--- src/rtl/receber_pkg.sv ---
// receber_pkg -- shared definitions for the receber serial nibble receiver.
//   state_t      : receiver FSM states
//   DATA_W       : width of each payload nibble (dado / instrucao)
//   PAYLOAD_BITS : number of payload bits per frame
//   FRAME_BITS   : start + payload + stop
//   ERR_W/ERR_MAX: width and saturation value of the frame error counter
package receber_pkg;

    localparam int DATA_W       = 4;
    localparam int PAYLOAD_BITS = 8;
    localparam int FRAME_BITS   = 10;
    localparam int ERR_W        = 8;

    localparam logic [ERR_W-1:0] ERR_MAX = '1;

    typedef enum logic [2:0] {
        IDLE,
        START,
        DATA,
        STOP,
        WAIT_IDLE
    } state_t;

endpackage

--- src/rtl/receber_bit_timer.sv ---
// bit_timer -- bit-period timing for the receber serial receiver.
//   clock   : rising-edge system clock
//   reset_n : asynchronous reset, active low
//   restart : pulse on the edge a start bit is first seen (time zero)
//   tick    : high on the edge MID cycles after restart, then every
//             BIT_CYCLES cycles after that (MID = (BIT_CYCLES-1)/2)
module bit_timer #(
    parameter int BIT_CYCLES = 1
) (
    input  logic clock,
    input  logic reset_n,
    input  logic restart,
    output logic tick
);

    localparam int MID = (BIT_CYCLES - 1) / 2;
    localparam int CW  = $clog2(BIT_CYCLES + 1);

    localparam logic [CW-1:0] MID_C = CW'(MID);
    localparam logic [CW-1:0] PER_C = CW'(BIT_CYCLES);
    localparam logic [CW-1:0] ONE_C = CW'(1);

    // cnt holds the number of the upcoming edge relative to the last
    // restart or tick; first selects the half-bit (MID) interval.
    logic [CW-1:0] cnt;
    logic          first;

    assign tick = first ? (cnt == MID_C) : (cnt == PER_C);

    always_ff @(posedge clock or negedge reset_n) begin
        if (!reset_n) begin
            cnt   <= '0;
            first <= 1'b0;
        end else if (restart) begin
            cnt   <= ONE_C;
            // With MID = 0 the half-bit point is the restart edge itself,
            // so the first tick already lands one full bit later.
            first <= (MID != 0);
        end else if (tick) begin
            cnt   <= ONE_C;
            first <= 1'b0;
        end else begin
            cnt   <= cnt + ONE_C;
        end
    end

endmodule

--- src/rtl/receber.sv ---
// receber -- serial receiver for 10-bit frames:
//   start(0), dado[0..3], instrucao[0..3] (LSB first), stop(1).
// Ports:
//   clock       : rising-edge system clock
//   reset_n     : asynchronous reset, active low
//   rx          : serial line, idle high, synchronous to clock
//   dado        : data nibble of the last good frame
//   instrucao   : instruction nibble of the last good frame
//   valid       : one-cycle pulse after a frame with a good stop bit
//   frame_error : one-cycle pulse after a frame whose stop bit was low
//   busy        : high whenever the receiver is not idle
//   err_count   : saturating count of frame errors
module receber
    import receber_pkg::*;
#(
    parameter int BIT_CYCLES = 1
) (
    input  logic              clock,
    input  logic              reset_n,
    input  logic              rx,
    output logic [DATA_W-1:0] dado,
    output logic [DATA_W-1:0] instrucao,
    output logic              valid,
    output logic              frame_error,
    output logic              busy,
    output logic [ERR_W-1:0]  err_count
);

    localparam int MID = (BIT_CYCLES - 1) / 2;
    localparam int BW  = $clog2(PAYLOAD_BITS);

    localparam logic [BW-1:0] LAST_BIT = BW'(PAYLOAD_BITS - 1);

    function automatic logic [ERR_W-1:0] sat_inc(input logic [ERR_W-1:0] v);
        return (v == ERR_MAX) ? v : v + ERR_W'(1);
    endfunction

    state_t                  state, state_nx;
    logic [BW-1:0]           bit_cnt;
    logic [PAYLOAD_BITS-1:0] shreg;
    logic                    tick;
    logic                    restart;
    logic                    shift_en;
    logic                    good;
    logic                    bad;

    bit_timer #(
        .BIT_CYCLES(BIT_CYCLES)
    ) u_timer (
        .clock  (clock),
        .reset_n(reset_n),
        .restart(restart),
        .tick   (tick)
    );

    always_ff @(posedge clock or negedge reset_n) begin
        if (!reset_n) state <= IDLE;
        else          state <= state_nx;
    end

    always_comb begin
        state_nx = state;
        restart  = 1'b0;
        shift_en = 1'b0;
        good     = 1'b0;
        bad      = 1'b0;
        case (state)
            IDLE: begin
                if (!rx) begin
                    restart  = 1'b1;
                    // With MID = 0 the start re-check coincides with detection.
                    state_nx = (MID == 0) ? DATA : START;
                end
            end
            START: begin
                if (tick) state_nx = rx ? IDLE : DATA;
            end
            DATA: begin
                if (tick) begin
                    shift_en = 1'b1;
                    if (bit_cnt == LAST_BIT) state_nx = STOP;
                end
            end
            STOP: begin
                if (tick) begin
                    if (rx) begin
                        good     = 1'b1;
                        state_nx = IDLE;
                    end else begin
                        bad      = 1'b1;
                        state_nx = WAIT_IDLE;
                    end
                end
            end
            WAIT_IDLE: begin
                if (rx) state_nx = IDLE;
            end
            default: state_nx = IDLE;
        endcase
    end

    assign busy = (state != IDLE);

    always_ff @(posedge clock or negedge reset_n) begin
        if (!reset_n) begin
            bit_cnt     <= '0;
            shreg       <= '0;
            dado        <= '0;
            instrucao   <= '0;
            valid       <= 1'b0;
            frame_error <= 1'b0;
            err_count   <= '0;
        end else begin
            valid       <= good;
            frame_error <= bad;
            if (restart) begin
                bit_cnt <= '0;
            end else if (shift_en) begin
                bit_cnt <= bit_cnt + BW'(1);
            end
            // LSB-first line: each new bit enters at the top, so after eight
            // shifts payload bit 0 sits in shreg[0].
            if (shift_en) shreg <= {rx, shreg[PAYLOAD_BITS-1:1]};
            if (good) begin
                dado      <= shreg[DATA_W-1:0];
                instrucao <= shreg[PAYLOAD_BITS-1:DATA_W];
            end
            if (bad) err_count <= sat_inc(err_count);
        end
    end

endmodule
--- config.mk ---
export PLATFORM = sky130hd
export DESIGN_NAME = receber
export DESIGN_NICKNAME = d
export VERILOG_FILES = /design/src/rtl/receber_pkg.sv /design/src/rtl/receber_bit_timer.sv /design/src/rtl/receber.sv
export SDC_FILE = /design/constraint.sdc
export NUM_CORES = 1
export LEC_CHECK = 0
export BUFFER_PORTS_ARGS = -buffer_cell sky130_fd_sc_hd__buf_2
export CAP_MARGIN = 10
export CORE_ASPECT_RATIO = 1.25
export CORE_UTILIZATION = 50
export DETAILED_ROUTE_END_ITERATION = 8
export PLACE_DENSITY = 0.77
export SETUP_SLACK_MARGIN = 0.1
export SYNTH_ARGS = -nofsm -noshare
export SYNTH_HDL_FRONTEND = slang
export SYNTH_SLANG_ARGS = --single-unit
--- constraint.sdc ---
create_clock -name clock -period 1.9 [get_ports clock]
set_input_delay 0.38 -clock clock [delete_from_list [all_inputs] [get_ports clock]]
set_output_delay 0.38 -clock clock [all_outputs]
set_load 0.01 [all_outputs]
==> flow_summary.json <==
{
  "clock_latency_ns": 0.34,
  "layout-drive-gt1-share_pct": 43.0,
  "grt_pass1_wl_um": 3780,
  "timing.final.ws_setup_ns": 0.206,
  "worstPathArrival_ns": 1.92,
  "grt_pass1_vias": 825,
  "clkTransAtPathRegs_ns": 0.10,
  "ys_warn_count": 0,
  "cts_root_buf": "clkbuf_4",
  "ctsHtreeMaxLevel": 2,
  "dieWidth_um": 49.5,
  "cts_tree": "yes",
  "portBuffers": 21,
  "detail_route.wl_per_cell_um": 13.4,
  "grt.total_usage_pct": 17.7,
  "synth_area_per_cell_um2": 14.3,
  "cts_buffers": 5,
  "dpl.hpwl_um": 1490,
  "critical_path_class": "flip-flop to flip-flop",
  "placed_cell_area_um2": 1540,
  "antennaDiodeCount": 0,
  "yosys.area_share.simple_pct": 11.0,
  "fin_nets": 133,
  "wl_met2_um": 1030,
  "muxShareOfSynthArea_pct": 17.9,
  "cts_num_sinks": 33,
  "core_area_um2": 2680,
  "setup_viol": 0,
  "place.gp.congestion": 0.751,
  "syn_area_um2": 1410,
  "synth_edf_count": 0,
  "pre_cts_slack_ns": 0.228,
  "io_pins": 22,
  "fmax_ghz": 0.590,
  "drt-total-wl_um": 2170,
  "synthDistinctLibCells": 28,
  "synth_nets": 105,
  "drc": 0,
  "ff2ff_setup_slack_ns": 0.21,
  "grt_max_degree": 34,
  "slew_violations": 0,
  "stdcell_area_um2": 1640,
  "finish.utilization_pct": 61.1,
  "wl_met3_um": 113,
  "finalHoldViolCount": 0,
  "r2r_cells": 4,
  "period_needed_ns": 1.69,
  "vdd_drop_max_v": 0.000774,
  "worst_slew_margin_rel_pct": 52.8,
  "dieArea_um2": 3040,
  "drtIter0Drc": 11,
  "gr-total-overflow": 0,
  "clockBufferDepth": 2,
  "tns_ns": 0,
  "rsz0062_at_grt": "false",
  "critPathRequiredTime_ns": 2.12,
  "worstSetupStartpoint": "err_count[0]",
  "antenna_found_initial": 0,
  "fin_crit_sh_pct": 89.2,
  "synth-main-ff-cell": "dfrtp_1",
  "met1_length_um": 965,
  "r2r-start": "err_count[0]",
  "viasPerCell": 5.25,
  "yosysSeqAreaShare_pct": 58.5,
  "dr.pass1.iters": 4,
  "reg2reg_to": "err_count[1]",
  "critPathCaptureType": "flip-flop",
  "syn_inst": 99,
  "worstMarginPinSlew_ns": 0.708,
  "start_kind": "flip-flop",
  "hold_ws_ns": 0.0753,
  "cap_violations": 0,
  "status": "finished clean",
  "synth_compound_area_share_pct": 4.08,
  "die_y_um": 61.4,
  "synth_xor_area_share_pct": 3.72,
  "initial_core_util_pct": 52.7,
  "vias": 851,
  "async_flop_share_pct": 100,
  "endpoint": "err_count[1]",
  "path_max_fanout": 6,
  "power.density_nw_per_um2": 1440,
  "power_leakage_nw": 0.829,
  "hold_path_class": "primary input to asynchronous set/reset pin",
  "finClkSkew_ns": 0.00818,
  "synthToLayoutAreaGrowth_pct": 16.0,
  "synth-adder-area-share_pct": 2.66,
  "synth_top_family_by_area": "multiplexers",
  "ys_ff_latch": 33,
  "fillCellCount": 231,
  "row_count": 21,
  "highest_layer": "met4",
  "antenna_left": 0
}
==> cell usage in the layout, fill, tap and decap left out, types with 3 or more instances in the layout <==
cell	netlist	layout
a21oi_1	4	4
and3_1	3	3
buf_2	0	20
clkbuf_4	0	5
dfrtp_1	33	31
ha_1	3	3
mux2_2	10	10
mux2_4	8	8
nand2_1	6	6
nor2_1	6	6
xnor2_1	5	5
==> worst min-delay path by stage <==
stage,to,slack [ns]
3_3_place_gp,dado[3],0.47
3_5_place_dp,valid,0.48
2_1_floorplan,bit_cnt[0],0.08
4_1_cts,valid,0.1
5_1_grt,valid,0.13
6_report,valid,0.08
==> synth_stat cells, types with 2 or more instances <==
cell	n	area, µm²
dfrtp_1	33	826
mux2_2	10	113
mux2_4	8	120
nand2_1	6	22.5
nor2_1	6	22.5
xnor2_1	5	43.8
a21oi_1	4	20.0
and3_1	3	18.8
ha_1	3	37.5
inv_1	2	7.51
mux2i_1	2	20.0
==> timing repair <==
action / in CTS / in global routing
gates resized for setup: 2 / 2
hold buffers: 0 / 0
buffers inserted: 2 / 0
pin swaps: 0 / 0
endpoints found under the setup margin: 1 / 1
==> state kept, by name (all words and copies together) (netlist names) <==
signal and cells:
err_count 8, shreg 8, dado 4, instrucao 4, bit_cnt 3, state 3, frame_error 1, u_timer.cnt 1
valid 1
==> worst max-delay path, cell delays in order (launching register included) <==
cell      delay [ns]
dfrtp_1         0.42
ha_1            0.22
and3_1          0.21
a211oi_4        0.36
mux2_2          0.38
==> per-stage QoR <==
step / power, mW / instances
finish: 2.36 / 162
floorplan: 1.67 / 99
global placement: 1.85 / 152
CTS: 2.37 / 162
global route: 2.53 / 162
detailed placement: 1.89 / 152
==> where the power goes <==
group | leakage [nW] | total [mW] | switching [mW] | internal, mW
Clock | 0.0413 | 0.449 | 0.235 | 0.214
Combinational | 0.370 | 0.790 | 0.330 | 0.461
Sequential | 0.418 | 1.12 | 0.162 | 0.957
Total | 0.829 | 2.36 | 0.726 | 1.63
==> layer usage <==
metal,up-vias,global-route usage [%]
met5,-,0
met4,0,11.0
met3,6,6.91
met2,22,28.0
met1,416,20.4
li1,407,-
==> cells by family (layout without fill, tap and decap cells) <==
family,count (synthesis),in the layout
XOR/XNOR,6,6
AND/OR/NAND/NOR,25,25
multiplexers,20,20
AO/OA/AOI/OAI,7,7
adder cells (fa/ha/maj),3,3
other,1,1
buffers and inverters,4,33
flip-flops,33,33
==> layout make-up <==
cell class	count	area, µm²	area share, %
inverter	2	7.51	0.458
sequential	33	828	50.6
clock buffer	7	65.1	3.97
timing repair buffer	23	126	7.72
tap	34	42.5	2.60
clock inverter	1	5.00	0.306
multi-input combinational	62	563	34.4
No activity file was read; power rests on OpenSTA's default activity.
